`src/rtl/bcd_accumulator.sv`:
```
// bcd_accumulator: debounced button-driven decimal accumulator with a
// sequential double-dabble converter feeding active-low 7-segment digits.
// Optional feature macro: BCD_ACC_SAT_EN (overflowing adds saturate at MAX
// instead of wrapping).
module bcd_accumulator #(
  parameter int SW_W            = 10,
  parameter int DIGITS          = 6,
  parameter int DEBOUNCE_CYCLES = 500000
) (
  input  logic                  clk,
  input  logic                  rst,
  input  logic [SW_W-1:0]       sw,
  input  logic                  btn_add_n,
  input  logic                  btn_clr_n,
  input  logic                  btn_preset_n,
  output logic [7*DIGITS-1:0]   seg,
  output logic                  busy,
  output logic                  overflow
);

  localparam int POW10 = 10 ** DIGITS;
  localparam int ACC_W = $clog2(POW10);
  localparam logic [ACC_W-1:0] MAX = ACC_W'(POW10 - 1);
  // Sum is wide enough for either operand plus a carry.
  localparam int SUM_W = ((ACC_W > SW_W) ? ACC_W : SW_W) + 1;
  localparam int BCD_W = 4 * DIGITS;
  localparam int SR_W  = BCD_W + ACC_W;
  localparam int CNT_W = $clog2(DEBOUNCE_CYCLES);
  localparam int BIT_W = $clog2(ACC_W);

  typedef enum logic [1:0] {
    ST_IDLE,
    ST_SHIFT,
    ST_LOAD
  } state_t;

  genvar gi;

  // ---------------------------------------------------------------- buttons
  // Index 0 = add, 1 = clear, 2 = preset.
  logic [2:0] btn_raw;
  logic [2:0] press;

  assign btn_raw = {btn_preset_n, btn_clr_n, btn_add_n};

  generate
    for (gi = 0; gi < 3; gi++) begin : g_btn
      logic             sync1_reg;
      logic             sync2_reg;
      logic             level_reg;
      logic             press_reg;
      logic [CNT_W-1:0] cnt_reg;

      // Synchronise, then accept a new level only after it has been stable
      // for DEBOUNCE_CYCLES cycles; pulse once when the accepted level falls.
      always_ff @(posedge clk or posedge rst) begin
        if (rst) begin
          sync1_reg <= 1'b1;
          sync2_reg <= 1'b1;
          level_reg <= 1'b1;
          press_reg <= 1'b0;
          cnt_reg   <= '0;
        end else begin
          sync1_reg <= btn_raw[gi];
          sync2_reg <= sync1_reg;
          press_reg <= 1'b0;
          if (sync2_reg == level_reg) begin
            cnt_reg <= '0;
          end else if (cnt_reg == CNT_W'(DEBOUNCE_CYCLES - 1)) begin
            level_reg <= sync2_reg;
            press_reg <= ~sync2_reg;
            cnt_reg   <= '0;
          end else begin
            cnt_reg <= cnt_reg + 1'b1;
          end
        end
      end

      assign press[gi] = press_reg;
    end
  endgenerate

  // ---------------------------------------------------------- accumulator
  logic [SW_W-1:0]  sw_meta_reg;
  logic [SW_W-1:0]  sw_sync_reg;
  logic [ACC_W-1:0] acc_reg;
  logic [ACC_W-1:0] acc_next;
  logic             ovf_reg;
  logic             ovf_next;
  logic             start_reg;
  logic [SUM_W-1:0] sum;

  // Operand synchroniser.
  always_ff @(posedge clk or posedge rst) begin
    if (rst) begin
      sw_meta_reg <= '0;
      sw_sync_reg <= '0;
    end else begin
      sw_meta_reg <= sw;
      sw_sync_reg <= sw_meta_reg;
    end
  end

  // Next accumulator value; clear beats preset beats add.
  always_comb begin
    acc_next = acc_reg;
    ovf_next = ovf_reg;
    sum      = SUM_W'(acc_reg) + SUM_W'(sw_sync_reg);
    if (press[1]) begin
      acc_next = '0;
      ovf_next = 1'b0;
    end else if (press[2]) begin
      acc_next = MAX;
      ovf_next = 1'b0;
    end else if (press[0]) begin
      if (sum > SUM_W'(MAX)) begin
        ovf_next = 1'b1;
`ifdef BCD_ACC_SAT_EN
        acc_next = MAX;
`else
        acc_next = ACC_W'(sum - SUM_W'(POW10));
`endif
      end else begin
        acc_next = ACC_W'(sum);
      end
    end
  end

  // Accumulator state; start is raised in the first cycle acc holds a new
  // value so the converter snapshot always sees the written result.
  always_ff @(posedge clk or posedge rst) begin
    if (rst) begin
      acc_reg   <= '0;
      ovf_reg   <= 1'b0;
      start_reg <= 1'b0;
    end else begin
      acc_reg   <= acc_next;
      ovf_reg   <= ovf_next;
      start_reg <= |press;
    end
  end

  // ------------------------------------------------------------ converter
  state_t           state_reg;
  state_t           state_next;
  logic             pending_reg;
  logic             pending_next;
  logic             snap_en;
  logic             shift_en;
  logic             load_en;
  logic [BIT_W-1:0] bit_cnt_reg;
  logic [SR_W-1:0]  sr_reg;
  logic [BCD_W-1:0] bcd_adj;
  logic [SR_W-1:0]  sr_adj;
  logic [BCD_W-1:0] disp_reg;

  // Double-dabble correction: add 3 to every BCD nibble that is 5 or more.
  generate
    for (gi = 0; gi < DIGITS; gi++) begin : g_dab
      assign bcd_adj[4*gi +: 4] = (sr_reg[ACC_W + 4*gi +: 4] >= 4'd5) ?
                                  sr_reg[ACC_W + 4*gi +: 4] + 4'd3 :
                                  sr_reg[ACC_W + 4*gi +: 4];
    end
  endgenerate

  assign sr_adj = {bcd_adj, sr_reg[ACC_W-1:0]};

  // Next state; writes during a conversion are remembered and coalesced
  // into a single re-run that snapshots acc on leaving LOAD.
  always_comb begin
    state_next   = state_reg;
    pending_next = pending_reg;
    snap_en      = 1'b0;
    shift_en     = 1'b0;
    load_en      = 1'b0;
    case (state_reg)
      ST_IDLE: begin
        if (start_reg) begin
          state_next = ST_SHIFT;
          snap_en    = 1'b1;
        end
      end
      ST_SHIFT: begin
        shift_en = 1'b1;
        if (start_reg) pending_next = 1'b1;
        if (bit_cnt_reg == BIT_W'(ACC_W - 1)) state_next = ST_LOAD;
      end
      ST_LOAD: begin
        load_en = 1'b1;
        if (pending_reg || start_reg) begin
          state_next   = ST_SHIFT;
          snap_en      = 1'b1;
          pending_next = 1'b0;
        end else begin
          state_next = ST_IDLE;
        end
      end
      default: state_next = ST_IDLE;
    endcase
  end

  // State register.
  always_ff @(posedge clk or posedge rst) begin
    if (rst) begin
      state_reg   <= ST_IDLE;
      pending_reg <= 1'b0;
    end else begin
      state_reg   <= state_next;
      pending_reg <= pending_next;
    end
  end

  // Converter datapath: snapshot, shift, and display load.
  always_ff @(posedge clk or posedge rst) begin
    if (rst) begin
      sr_reg      <= '0;
      bit_cnt_reg <= '0;
      disp_reg    <= '0;
    end else begin
      if (load_en) disp_reg <= sr_reg[SR_W-1:ACC_W];
      if (snap_en) begin
        sr_reg      <= {{BCD_W{1'b0}}, acc_reg};
        bit_cnt_reg <= '0;
      end else if (shift_en) begin
        sr_reg      <= sr_adj << 1;
        bit_cnt_reg <= bit_cnt_reg + 1'b1;
      end
    end
  end

  // ---------------------------------------------------------------- output
  function automatic logic [6:0] seg_decode(input logic [3:0] d);
    case (d)
      4'd0:    seg_decode = 7'b1000000;
      4'd1:    seg_decode = 7'b1111001;
      4'd2:    seg_decode = 7'b0100100;
      4'd3:    seg_decode = 7'b0110000;
      4'd4:    seg_decode = 7'b0011001;
      4'd5:    seg_decode = 7'b0010010;
      4'd6:    seg_decode = 7'b0000010;
      4'd7:    seg_decode = 7'b1111000;
      4'd8:    seg_decode = 7'b0000000;
      4'd9:    seg_decode = 7'b0010000;
      default: seg_decode = 7'b1111111;
    endcase
  endfunction

  generate
    for (gi = 0; gi < DIGITS; gi++) begin : g_seg
      assign seg[7*gi +: 7] = seg_decode(disp_reg[4*gi +: 4]);
    end
  endgenerate

  assign busy     = (state_reg != ST_IDLE) | pending_reg;
  assign overflow = ovf_reg;

endmodule

```
`config.mk`:
```
export PLATFORM = sky130hd
export DESIGN_NAME = bcd_accumulator
export DESIGN_NICKNAME = d
export VERILOG_FILES = /design/src/rtl/bcd_accumulator.sv
export SDC_FILE = /design/constraint.sdc
export NUM_CORES = 1
export LEC_CHECK = 0
export BUFFER_PORTS_ARGS = -buffer_cell sky130_fd_sc_hd__buf_4
export CAP_MARGIN = 20
export CORE_ASPECT_RATIO = 1.5
export CORE_MARGIN = 5
export CORE_UTILIZATION = 40
export CTS_CLUSTER_SIZE = 8
export DETAILED_ROUTE_END_ITERATION = 12
export GPL_ROUTABILITY_DRIVEN = 0
export GPL_TIMING_DRIVEN = 0
export PLACE_DENSITY_LB_ADDON = 0.2
export SLEW_MARGIN = 20
export SYNTH_ARGS = -nofsm -noshare
export SYNTH_HDL_FRONTEND = slang
export SYNTH_SLANG_ARGS = --single-unit
```
`constraint.sdc`:
```
create_clock -name clk -period 12.58 [get_ports clk]
set_input_delay 0 -clock clk [delete_from_list [all_inputs] [get_ports clk]]
set_output_delay 0 -clock clk [all_outputs]
set_load 0.01 [all_outputs]
```
==> flow_summary.yaml <==
detailed_routing:
  dr.pass1.iters: 7
  vias: 8100
  viasPerCell: 5.219
  final_antenna_net_count: 0
  wl_per_cell_um: 14.45
  routed_wl_um: 22430
  drc: 0
  drt_iter0_markers: 319
clock_tree:
  path_clk_slew_ns: 0.07
  numCtsBuffers: 17
  cts.sinks: 187
  cts-root-buf: "clkbuf_16"
  cts_resized: 0
  htree_levels: 4
  tritoncts: "yes"
  insertion_delay_ns: 0.44
  clock_path_buffers: 2
floorplan:
  die_w_um: 140.3
  io_pins: 59
  initial_core_util_pct: 40.52
  core-area_mm2: 0.02514
  rows: 71
  die_y_um: 205.5
  fp.dieArea_mm2: 0.02883
yosys:
  synth_edf_count: 0
  syn_area_mm2: 0.01019
  ys_async_sr_fraction_pct: 100.0
  ys_ff_latch: 187
  avgSynthCellArea_um2: 9.112
  synth_cell_types: 67
  synth_ff_type: "dfrtp_1"
  ys_seq_area_share_pct: 46.05
  synthCells: 1118
  yosys_warnings: 0
  syn_nets: 1191
critical_path:
  required_ns: 12.90
  crit_buf_inv: 0
  endpoint_kind: "flop"
  crit_start: "acc_reg[1]"
  r2r_start: "acc_reg[1]"
  critical_path_class: "flop to flop"
  start_kind: "flop"
  slowest_stage: "a211oi_2"
  rrSetupSlack_ns: 8.68
  cp_slowest_stage_delay_ns: 0.55
  path_max_fanout: 7
  crit_family: "compound AO/OA/AOI/OAI gates"
  worstPathArrival_ns: 4.22
  worstPathCellList: "ha_1 > a211oi_1 > o21ai_1 > a211oi_2 > nor2_1 > mux2i_1 > a32oi_1 > a21bo_2 > or4_1 > and3_1 > o21a_1"
timing:
  fin_crit_sh_pct: 30.97
  finalMaxSlewViolations: 0
  clock_skew_ns: 0.01618
  finalSetupViolCount: 0
  report.final.hold_viol_count: 0
  whs_ns: 0.09596
  grt_setup_unrepaired: "false"
  fin_setup_tns_ns: 0
  max_slew.worst_pin.slew_ns: 0.8830
  fin_ws_ns: 8.684
  min_period_ns: 3.896
  fmax_mhz: 256.7
  slew_headroom_pct: 40.51
grt:
  grt_usage_pct: 16.01
  grt_start_max_net_pins: 84
  grt_pass1_wl_um: 38340
  met1_usage_pct: 17.94
  busiest_layer: "met2"
  use_met3_pct: 2.511
  grt_pass1_vias: 8042
  grt.overflow.total: 0
  antenna_found_initial: 0
  grt.met2_usage_pct: 30.57
finish:
  multi_input_area_mm2: 0.005132
  drive_gt1_share_pct: 10.70
  largest_reg_flops: 57
  fillerInstances: 2425
  nets: 1284
  ff_latch_area_mm2: 0.004691
  n_antenna_cell: 0
  mostFrequentLayoutCells: "178 x dfrtp_1, 158 x nand2_1, 133 x nor2_1"
  final_common_cell: "dfrtp_1"
  fin_area_mm2: 0.01179
  syn_to_final_growth_pct: 15.76
power_and_ir_drop:
  power.density_mw_per_mm2: 98.74
  vdd_ir_drop_max_uv: 85.19
  power.leakage_uw: 0.005219
  swShare_pct: 24.08
  p_sw_uw: 280.4
  p_comb_share_pct: 3.4
  power.internal_uw: 884.0
  p_seq_share_pct: 52.6
  clkPwrFrac_pct: 44.1
placement:
  placed_area_mm2: 0.01110
  port_buffers: 58
  place_ws_ns: 8.709
  hpwl_um: 16530
hold_path:
  worstHoldPathType: "input pin to asynchronous set/reset pin"
run:
  max_cap_violations: 0
status:
  status: "finished clean"
-- per-layer routing --
metal	up-vias	wire length (um)
li1	4066	-
met1	3899	9339
met2	100	12130
met3	35	513
met4	0	446
met5	-	0
-- power by group through the flow --
stage	logic, uW	registers (uW)	clock network (uW)
after floorplan	24.0	623	0
after global placement	34.5	624	0
after detailed placement	37.4	624	0
after CTS	41.1	612	529
after global routing	45.9	613	556
final	39.4	612	513
-- area by class of cell --
type / count / share of cell area, %
repair buffers: 74 / 5.347
multi-input cells: 839 / 43.52
inverters: 50 / 1.655
plain buffers: 42 / 1.496
well taps: 328 / 3.480
clock buffers: 18 / 3.639
clock inverters: 14 / 1.082
flip-flops and latches: 187 / 39.78
-- tightest hold or removal path, delay by kind of cell --
| kind | cells | cell delay (ns) |
|---|---|---|
| buf+inv | 3 | 0.92 |
-- logic make-up after synthesis --
family	count (synthesis)	share of synthesized area (%)
AND/OR/NAND/NOR	436	19.48
AO/OA/AOI/OAI	253	15.46
flip-flops	187	46.05
buffers and inverters	92	3.574
XOR/XNOR	75	6.448
adder cells (fa/ha/maj)	58	7.197
multiplexers	17	1.793
-- worst paths after layout --
path | endpoint | depth (start not counted)
max | acc_reg[15] | 11
min | g_btn[1].cnt_reg[10] | 3
max in group asynchronous | acc_reg[7] | 4
min in group clk | g_btn[1].sync1_reg | 2
max reg2reg | acc_reg[15] | 11
min reg2reg | sw_sync_reg[1] | 0
-- synthesized netlist by cell type, drive strengths merged, types with 8 or more instances --
master / number / share of area (%)
nor2: 134 / 5.0
dfstp: 9 / 2.3
nand2: 158 / 5.8
a22oi: 17 / 1.3
a211oi: 9 / 0.86
nor2b: 8 / 0.49
nand4: 15 / 0.92
xor2: 40 / 3.4
buf: 8 / 0.48
dfrtp: 178 / 44
nand3: 32 / 1.6
a31oi: 11 / 0.74
xnor2: 35 / 3.0
clkbuf: 34 / 1.3
o22ai: 15 / 0.92
ha: 57 / 7.0
o31ai: 9 / 0.66
o21ai: 87 / 4.3
inv: 50 / 1.8
and3: 16 / 0.98
a21oi: 63 / 3.1
nor3: 21 / 1.1
nand2b: 10 / 0.61
or2: 9 / 0.55
mux2: 10 / 1.1
-- metrics by stage --
step / std cells / utilization (%) / total power, uW
3_5_place_dp: 1506 / 44.13 / 661.1
4_1_cts: 1552 / 46.91 / 1182
5_1_grt: 1552 / 46.91 / 1215
3_3_place_gp: 1504 / 43.89 / 658.2
2_1_floorplan: 1118 / - / 646.9
6_report: 1552 / 46.91 / 1164
-- repair_timing --
| action | CTS | global route |
|---|---|---|
| endpoints found under the hold margin | 191 | 0 |
| setup buffers | 0 | 0 |
| hold buffers | 14 | 0 |
No activity file was read; power rests on OpenSTA's default activity.
